### config.mk
export PLATFORM = sky130hd
export DESIGN_NAME = uart_tx
export DESIGN_NICKNAME = d
export VERILOG_FILES = /design/src/rtl/uart_tx.sv
export SDC_FILE = /design/constraint.sdc
export NUM_CORES = 1
export LEC_CHECK = 0
export CORE_MARGIN = 2
export CORE_UTILIZATION = 50
export DETAILED_ROUTE_END_ITERATION = 8
export PLACE_DENSITY = 0.79
export SLEW_MARGIN = 25
export SYNTH_ARGS = -nofsm -noshare
export SYNTH_HDL_FRONTEND = slang
export SYNTH_SLANG_ARGS = --single-unit
### constraint.sdc
create_clock -name clk -period 1.96 [get_ports clk]
set_clock_uncertainty 0.1 [all_clocks]
set_input_delay 0.196 -clock clk [delete_from_list [all_inputs] [get_ports clk]]
set_output_delay 0.196 -clock clk [all_outputs]
set_load 0.05 [all_outputs]
### src/rtl/uart_tx.sv
// 8N1 UART transmitter, LSB first, two selectable baud rates.
// Define UART_TX_PARITY_EN to insert an even-parity bit between data and stop.
module uart_tx #(
  parameter int unsigned          T_DIV_BIT = 4,
  parameter logic [T_DIV_BIT-1:0] T_DIV_0   = T_DIV_BIT'(15),
  parameter logic [T_DIV_BIT-1:0] T_DIV_1   = T_DIV_BIT'(7)
) (
  input  logic       clk,
  input  logic       n_rst,
  input  logic       baudrate,
  input  logic       tx_start,
  input  logic [7:0] tx_data,
  output logic       tx,
  output logic       tx_busy,
  output logic       tx_done
);

  localparam int unsigned BIT_CNT_W = 3;
  localparam int unsigned DATA_W    = 8;

`ifdef UART_TX_PARITY_EN
  typedef enum logic [2:0] {S_IDLE, S_START, S_DATA, S_PARITY, S_STOP} state_t;
`else
  typedef enum logic [2:0] {S_IDLE, S_START, S_DATA, S_STOP} state_t;
`endif

  state_t                 state_q, state_d;
  logic [T_DIV_BIT-1:0]   div_q, div_d;
  logic [BIT_CNT_W-1:0]   bit_q, bit_d;
  logic [DATA_W-1:0]      shift_q, shift_d;
  logic                   rate_q, rate_d;
  logic                   tx_q, tx_d;
  logic                   busy_q, busy_d;
  logic                   done_q, done_d;
  logic                   bit_end_c;
`ifdef UART_TX_PARITY_EN
  logic                   par_q, par_d;
`endif

  // Last clock of the current bit period at the latched rate
  assign bit_end_c = (div_q == (rate_q ? T_DIV_1 : T_DIV_0));

  always_ff @(posedge clk or negedge n_rst) begin
    if (!n_rst) begin
      state_q <= S_IDLE;
      div_q   <= '0;
      bit_q   <= '0;
      shift_q <= '0;
      rate_q  <= 1'b0;
      tx_q    <= 1'b1;
      busy_q  <= 1'b0;
      done_q  <= 1'b0;
`ifdef UART_TX_PARITY_EN
      par_q   <= 1'b0;
`endif
    end else begin
      state_q <= state_d;
      div_q   <= div_d;
      bit_q   <= bit_d;
      shift_q <= shift_d;
      rate_q  <= rate_d;
      tx_q    <= tx_d;
      busy_q  <= busy_d;
      done_q  <= done_d;
`ifdef UART_TX_PARITY_EN
      par_q   <= par_d;
`endif
    end
  end

  // Next-state logic; tx_d always carries the line level of the next cycle
  always_comb begin
    state_d = state_q;
    div_d   = '0;
    bit_d   = bit_q;
    shift_d = shift_q;
    rate_d  = rate_q;
    tx_d    = tx_q;
    busy_d  = busy_q;
    done_d  = 1'b0;
`ifdef UART_TX_PARITY_EN
    par_d   = par_q;
`endif
    if (state_q != S_IDLE && !bit_end_c) begin
      div_d = div_q + T_DIV_BIT'(1);
    end

    case (state_q)
      S_IDLE: begin
        tx_d   = 1'b1;
        busy_d = 1'b0;
        if (tx_start) begin
          state_d = S_START;
          shift_d = tx_data;
          rate_d  = baudrate;
          bit_d   = '0;
          tx_d    = 1'b0;
          busy_d  = 1'b1;
`ifdef UART_TX_PARITY_EN
          par_d   = ^tx_data;
`endif
        end
      end
      S_START: begin
        if (bit_end_c) begin
          state_d = S_DATA;
          bit_d   = '0;
          tx_d    = shift_q[0];
        end
      end
      S_DATA: begin
        if (bit_end_c) begin
          if (bit_q == BIT_CNT_W'(7)) begin
            bit_d   = '0;
`ifdef UART_TX_PARITY_EN
            state_d = S_PARITY;
            tx_d    = par_q;
`else
            state_d = S_STOP;
            tx_d    = 1'b1;
`endif
          end else begin
            bit_d   = bit_q + BIT_CNT_W'(1);
            shift_d = shift_q >> 1;
            tx_d    = shift_q[1];
          end
        end
      end
`ifdef UART_TX_PARITY_EN
      S_PARITY: begin
        if (bit_end_c) begin
          state_d = S_STOP;
          tx_d    = 1'b1;
        end
      end
`endif
      S_STOP: begin
        if (bit_end_c) begin
          state_d = S_IDLE;
          tx_d    = 1'b1;
          busy_d  = 1'b0;
          done_d  = 1'b1;
        end
      end
      default: begin
        state_d = S_IDLE;
        tx_d    = 1'b1;
        busy_d  = 1'b0;
      end
    endcase
  end

  assign tx      = tx_q;
  assign tx_busy = busy_q;
  assign tx_done = done_q;

endmodule

==> results.toml, run 1 <==
[outcome]
status = "completed"

[power]
power_uw = 2192
total_leakage_power_uw = 0.0005855
peakVddDrop_uv = 968.3
power_density_nw_per_um2 = 1572

[critical_path]
cp.arrival_ps = 2030
crit_chain = "inv_1 > ha_1 > buf_4 > inv_1 > a31oi_1 > a21oi_2 > mux2_2"
cp.depth = 7
critPathKind = "reg2reg"
cp_num_buf_inv = 3
r2r-end = "state_q[1]"
worst-path-max-fanout = 10
crit_path_start_kind = "flop"
rrSetupSlack_ps = 30
required_ps = 2060
slowest_delay_ps = 450
reg2reg_depth = 7
path_delay_family = "flip-flops"
crit_path_frequent_cell = "inv_1"
crit_path_top_delay_cell = "dfrtp_1"
crit_path_end_kind = "flop"
r2r-start = "state_q[0]"

[place]
numPortBuffers = 14
gp_congestion = 0.8871
pre_cts_slack_ps = 66.42
hpwl_mm = 1.828

[cts]
htree_num_levels = 1
cts_buffers = 3
post_cts_buffers = 0
clk_path_buf_depth = 2
cts_sinks = 21
path_clk_slew_ps = 110
cts_tree = "built"
insertion_delay_ps = 300
cts-root-buf = "clkbuf_4"

[route]
drt-initial-drc-count = 33
dr.pass1.iters = 4
drc = 0
routed_via_density = 6.071
detail-route-antenna-nets = 0
wl_per_cell_um = 15.82
finalWirelength_mm = 2.437
num_vias = 935

[yosys]
syn_inst = 106
synthTopCellsByArea = "dfrtp_1 43%, ha_1 8.5%, o221a_1 6.7%"
synth_top_area_cell = "dfrtp_1"
synthesis.area_sq_um = 1174
ys_ff_latch = 21
avgSynthCellArea_sq_um = 11.07
synth_nets = 126
ys_types = 39
synth_top_area_frac = 0.4264
ys_seq_area_frac = 0.4488
ys_warn_count = 0

[floorplan]
io_pins = 15
core.rowCount = 17
die_width_um = 52.45
die_y_um = 52.45
initial_core_util = 0.5305
dieArea_sq_um = 2751
core-area_sq_um = 2212

[global_route]
met1_usage = 0.2734
top_usage_layer = "met2"
overflow = 0
use_met2 = 0.3167
grt_first_pass_wirelength_mm = 3.960
grt_max_degree = 12
gr-usage-all-layers = 0.2005
antenna_found_initial = 0
grt_pass1_vias = 888
grt_util_met3 = 0.02857

[finish]
diodes = 0
final_common_cell = "dfrtp_1"
utilization = 0.6301
layout_common_cells = "20 x dfrtp_1, 13 x clkdlybuf4s50_1, 10 x buf_4"
area_delta_synth_final_pct = 18.76
final_nets = 147
final.fill_count = 192
drive_gt1_frac = 0.1825

[timing]
finalCritPeriodShare = 0.9841
setup_viol = 0
hold_slack_ps = 125.7
worst_pin_slew_ps = 521.1
hold_violations = 0
slew_headroom = 0.6515
setup_slack_ps = 31.26
fin_crit_ps = 1929
report.final.slew_viol_count = 0
max_freq_mhz = 518.5

[job]
maxCapViolations = 0

[hold_path]
holdCritPathClass = "in2async"
## synth_stat cells (all sizes together)
library cell and number:
nand2 4, mux2 2, xor2 2, o2111ai 1
nor2 3, o21ai 6, and3 2, buf 4
or2 1, a21oi 4, dfrtp 20, xnor2 1
nand3 4, a31oi 1, and2 2, clkbuf 3
o31a 1, o22a 8, o221ai 1, o211ai 2
nand4 2, nor3 3, dfstp 1, o221a 7
inv 6, a32oi 2, ha 8, nand2b 1
mux2i 1, o22ai 1, nand3b 1, or3 1
## area by class of cell
cell class	instances	area, sq um	area share
Inverter	6	22.52	0.01616
Timing Repair Buffer	23	205.2	0.1472
Clock buffer	4	26.28	0.01885
Tap cell	28	35.03	0.02513
Sequential cell	21	526.8	0.3779
Multi-Input combinational cell	72	578.1	0.4147
## metal layers
layer,vias up,share of wire
li1,444,-
met1,456,0.46
met2,31,0.48
met3,4,0.050
met4,0,0.011
met5,-,0
## per-stage QoR
stage                     area [sq um]  TNS (ps)  std cells
after global placement            1359         0        150
final                             1394         0        154
after global routing              1394    -29.42        154
after detailed placement          1359         0        150
after CTS                         1385         0        154
after floorplan                   1174         0        106
## worst max path at each step
| stage | start | to | slack [ps] |
|---|---|---|---|
| global route | state_q[0] | state_q[1] | -20 |
| finish | state_q[0] | state_q[1] | 30 |
| CTS | state_q[1] | state_q[1] | 50 |
| detailed placement | state_q[1] | state_q[1] | 70 |
| global placement | state_q[1] | state_q[1] | 110 |
| floorplan | div_q[0] | shift_q[0] | 180 |
## what timing repair did
action / CTS / global route
hold endpoints to repair: 0 / 0
gates resized for setup: 0 / 2
setup endpoints to repair: 0 / 1
hold buffers: 0 / 0
## sequential cells by signal, indices dropped and copies added (netlist names)
signal   count
tx_done      1
tx           1
div_q        4
shift_q      8
rate_q       1
tx_busy      1
state_q      2
bit_q        3
## cell families after synthesis
| logic type | after synthesis | share of synthesized area |
|---|---|---|
| compound gates | 34 | 0.2303 |
| simple gates | 24 | 0.1130 |
| flops | 21 | 0.4488 |
| buf+inv | 13 | 0.06609 |
| fa+ha+maj | 8 | 0.08529 |
| xor+xnor | 3 | 0.02879 |
| mux | 3 | 0.02772 |
## where the power goes
part           total [uW]  switching, uW  leakage [uW]  internal (uW)
Sequential            811            171      0.000255            641
Clock                 206            126     0.0000150           79.3
Combinational        1170            604      0.000315            570
Total                2190            901      0.000586           1290
Power figures use the tool's default switching activity.
==> inputs of run 2 (changes only) <==
Settings changed: CORE_UTILIZATION 50 to 53, PLACE_DENSITY 0.79 to 0.83.
==> run 2 against run 1 <==
Effect of this change:
- sequential share of layout area increased by 0.27 points
- critical path depth shrank 1
- cell count decreased by 1.3%
- largest power group unchanged
- clock power up 2%
- global-route usage rose by 0.74 points
- via count shrank 4.6%
- final area is 0.72% lower
==> results.toml, run 2 (synthesis results as in run 1) <==
[critical_path]
critPathKind = "reg2reg"
crit_path_start_kind = "flop"
cp.arrival_ps = 1970
crit_path_end_kind = "flop"
r2r-end = "state_q[1]"
startpoint = "state_q[1]"
required_ps = 2070
cp-endpoint = "state_q[1]"
reg2reg_depth = 6
worst-path-max-fanout = 5
rrSetupSlack_ps = 100
r2r-start = "state_q[1]"

[floorplan]
io_pins = 15
die_width_um = 51.06
dieArea_sq_um = 2607
core.rowCount = 17
core-area_sq_um = 2148
die_y_um = 51.06
initial_core_util = 0.5463

[power]
power_density_nw_per_um2 = 1563
peakVddDrop_uv = 1059
total_leakage_power_uw = 0.0005775

[cts]
cts_buffers = 3
insertion_delay_ps = 310
cts-root-buf = "clkbuf_4"
clk_path_buf_depth = 2
hold_buffers = 0
path_clk_slew_ps = 120
htree_num_levels = 1
cts_sinks = 21
cts_tree = "built"

[finish]
drive_gt1_frac = 0.1855
post-route-cell-area_sq_um = 1384
regMostFlops = "shift_q"
utilization = 0.6441
post_layout_nonfiller_instances = 152
layout_common_cells = "20 x dfrtp_1, 13 x clkdlybuf4s50_1, 8 x o22a_1, 8 x buf_4"
area_delta_synth_final_pct = 17.91
diodes = 0
final_nets = 145
largestRegisters = "shift_q x8, div_q x4, bit_q x3"
largest_reg_flops = 8
final_common_cell = "dfrtp_1"

[global_route]
gr-usage-all-layers = 0.2079
grt_util_met3 = 0.03509
antenna_found_initial = 0
grt_first_pass_wirelength_mm = 3.939
overflow = 0
use_met2 = 0.3550
met1_usage = 0.2519
grt_max_degree = 22
grt_pass1_vias = 916
top_usage_layer = "met2"

[timing]
hold_violations = 0
setup_viol = 0
report.final.slew_viol_count = 0
max_freq_mhz = 537.2
slew_headroom = 0.6702
worst_pin_slew_ps = 493.1
fin_crit_ps = 1862
finalCritPeriodShare = 0.9498

[route]
wl_per_cell_um = 15.45
drt-initial-drc-count = 13
routed_via_density = 5.868
finalWirelength_mm = 2.349
detail-route-antenna-nets = 0
dr.pass1.iters = 4
drc = 0
num_vias = 892

[place]
dp_cells = 148
postPlaceCellArea_sq_um = 1344
numPortBuffers = 14
hpwl_mm = 1.803
gp_congestion = 0.8872

[hold_path]
holdCritPathClass = "in2async"

[outcome]
status = "completed"

[job]
maxCapViolations = 0
## run 2: cell count changes in the layout (fill, tap and decap cells not counted)
cell,previous run,this run
or3_4,0,1
a21oi_2,1,0
or3_1,1,0
clkinv_2,0,1
clkbuf_1,1,0
ha_1,8,7
a21oi_1,3,4
ha_2,0,1
buf_4,10,8
## run 2: worst min-delay path by stage
stage | start | endpoint | slack (ps) | cells after the start
2_1_floorplan | n_rst | bit_q[0] | -200 | 0
3_3_place_gp | div_q[0] | div_q[0] | 350 | 1
3_5_place_dp | div_q[0] | div_q[0] | 370 | 1
4_1_cts | n_rst | shift_q[0] | 120 | 2
5_1_grt | n_rst | shift_q[5] | 150 | 2
6_report | n_rst | shift_q[0] | 110 | 2
## run 2: what timing repair did
action,CTS,global route
setup buffers,0,0
gates resized for setup,0,3
endpoints found under the setup margin,0,9
## run 2: routing by layer
layer  share of wire  wire length [um]
met5               0                 0
met3           0.022                51
met2            0.51              1190
met1            0.45              1068
met4           0.016                38
## run 2: cell type report
| class | count | area, sq um |
|---|---|---|
| clock buffers | 3 | 22.52 |
| clock inverters | 1 | 5.005 |
| fillers | 174 | 764.5 |
| inverters | 6 | 22.52 |
| multi-input cells | 72 | 581.8 |
| flip-flops and latches | 21 | 526.8 |
| well taps | 28 | 35.03 |
| repair buffers | 21 | 190.2 |
## run 2: critical path: stages, from the launching register on
cell and delay, ps:
dfrtp_1 450, inv_1 90, ha_1 240, nor3_2 230, a31oi_1 80, a21oi_1 210
mux2_2 350
## run 2: report_power, final
group,internal (uW),leakage (uW),switching [uW],total (uW)
Clock,76.3,0.0000177,135,211
Combinational,559,0.000305,580,1140
Sequential,640,0.000255,174,814
## run 2: through the flow
stage | hold WS, ps | power (uW) | TNS [ps] | worst slack, ps
finish | 111.0 | 2163 | 0 | 98.38
global placement | 350.4 | 1882 | 0 | 119.4
CTS | 119.9 | 2150 | 0 | 52.62
global route | 147.6 | 2313 | -4.375 | -4.375
floorplan | -199.6 | 1609 | 0 | 184.6
detailed placement | 366.6 | 1937 | 0 | 70.85
==> inputs of run 3 (changes only) <==
Settings changed: ABC_AREA from default to 0, HOLD_SLACK_MARGIN from default to 0.15.
==> run 3 against run 2 <==
Effect of this change:
- combinational power about the same
- critical path depth unchanged
- non-clock buffer count rose by 1
- cell count is 0.66% higher
- sequential power about the same
- die area unchanged
- core utilization grew 0.47 points
- total power is essentially flat
- global-route usage did not move
- highest routed layer unchanged
- clock-buffer cell count stayed put
- critical endpoint unchanged
- first-iteration DRC count did not move
==> results.toml, run 3 (synthesis results as in run 1) <==
[critical_path]
crit_path_start_kind = "flop"
r2r-start = "state_q[1]"
critPathKind = "reg2reg"
required_ps = 2070
worst-path-max-fanout = 5
cp.arrival_ps = 1980
r2r-end = "state_q[1]"
reg2reg_depth = 6
rrSetupSlack_ps = 100
crit_path_end_kind = "flop"

[finish]
layout_common_cells = "20 x dfrtp_1, 13 x clkdlybuf4s50_1, 8 x o22a_1, 8 x buf_4"
largestRegisters = "shift_q x8, div_q x4, bit_q x3"
regMostFlops = "shift_q"
post_layout_nonfiller_instances = 153
diodes = 0
final.fill_count = 172
final_common_cell = "dfrtp_1"
utilization = 0.6488
drive_gt1_frac = 0.1840
largest_reg_flops = 8
final_nets = 146
area_delta_synth_final_pct = 18.76

[floorplan]
die_width_um = 51.06
io_pins = 15
dieArea_sq_um = 2607
die_y_um = 51.06
initial_core_util = 0.5463
core-area_sq_um = 2148
core.rowCount = 17

[global_route]
grt_first_pass_wirelength_mm = 3.939
grt_pass1_vias = 916
grt_max_degree = 22
gr-usage-all-layers = 0.2079
overflow = 0
antenna_found_initial = 0

[place]
dp_cells = 148
gp_congestion = 0.8872
numPortBuffers = 14
hpwl_mm = 1.803
pre_cts_slack_ps = 70.85

[route]
wl_met3_um = 55
finalWirelength_mm = 2.355
wl_per_cell_um = 15.39
drt-initial-drc-count = 13
wl_met1_mm = 1.070
dr.pass1.iters = 4
routed_via_density = 5.856
detail-route-antenna-nets = 0
top_layer = "met4"
drc = 0
dr_wl_met2_mm = 1.194
num_vias = 896

[power]
power_uw = 2164
total_leakage_power_uw = 0.0005816
peakVddDrop_uv = 1059
power_density_nw_per_um2 = 1552

[timing]
max_freq_mhz = 536.3
report.final.slew_viol_count = 0
worst_pin_slew_ps = 493.2
setup_slack_ps = 95.26
slew_headroom = 0.6701
hold_slack_ps = 382.0
finalCritPeriodShare = 0.9514
fin_crit_ps = 1865
hold_violations = 0
setup_viol = 0

[hold_path]
hold_path_depth = 1
holdCritPathClass = "reg2reg"
hold_start = "div_q[0]"
whs_endpoint = "div_q[0]"

[cts]
htree_num_levels = 1
cts_buffers = 3
path_clk_slew_ps = 120
insertion_delay_ps = 310
cts_tree = "built"
clk_path_buf_depth = 2
post_cts_buffers = 0
cts-root-buf = "clkbuf_4"
cts_sinks = 21

[job]
maxCapViolations = 0

[outcome]
status = "completed"
-- run 3: changes by cell type in the layout (fill, tap and decap cells not counted), sizes merged --
cell,delta
dlygate4sd3,+1
-- run 3: how the worst max path moves through the flow --
stage	start	endpoint	slack, ps
floorplan	div_q[0]	shift_q[0]	180
global placement	state_q[0]	state_q[1]	120
detailed placement	div_q[0]	shift_q[4]	70
CTS	div_q[0]	shift_q[4]	50
global route	state_q[1]	state_q[1]	-4
finish	state_q[1]	state_q[1]	100
-- run 3: cell type report --
| cell class | instances | area (sq um) | area share |
|---|---|---|---|
| tap | 28 | 35.03 | 0.02513 |
| multi-input combinational | 72 | 581.8 | 0.4174 |
| clock inverter | 1 | 5.005 | 0.003591 |
| sequential | 21 | 526.8 | 0.3779 |
| clock buffer | 3 | 22.52 | 0.01616 |
| inverter | 6 | 22.52 | 0.01616 |
| timing repair buffer | 22 | 200.2 | 0.1436 |
-- run 3: metal layers --
metal,up-vias,GRT usage
met5,-,0
met4,0,0.1036
met3,4,0.03509
met2,11,0.3550
met1,443,0.2519
li1,438,-
-- run 3: through the flow --
stage / setup TNS, ps / area [sq um]
after floorplan: 0 / 1174
after global placement: 0 / 1344
after detailed placement: 0 / 1344
after CTS: 0 / 1381
after global routing: -4.375 / 1394
final: 0 / 1394
-- run 3: timing repair --
action / in CTS / in global routing
hold buffers: 1 / 0
resized for setup: 0 / 3
hold endpoints to repair: 20 / 0
endpoints found under the setup margin: 0 / 9
-- run 3: worst max-delay path: stages, from the launching register on --
cell	delay, ps
dfrtp_1	450
inv_1	90
ha_1	240
nor3_2	230
a31oi_1	80
a21oi_1	210
mux2_2	350
-- run 3: report_power, final --
group,switching (uW),total (uW),internal (uW)
logic,580,1140,560
registers,174,814,640
clock network,134,210,76.3
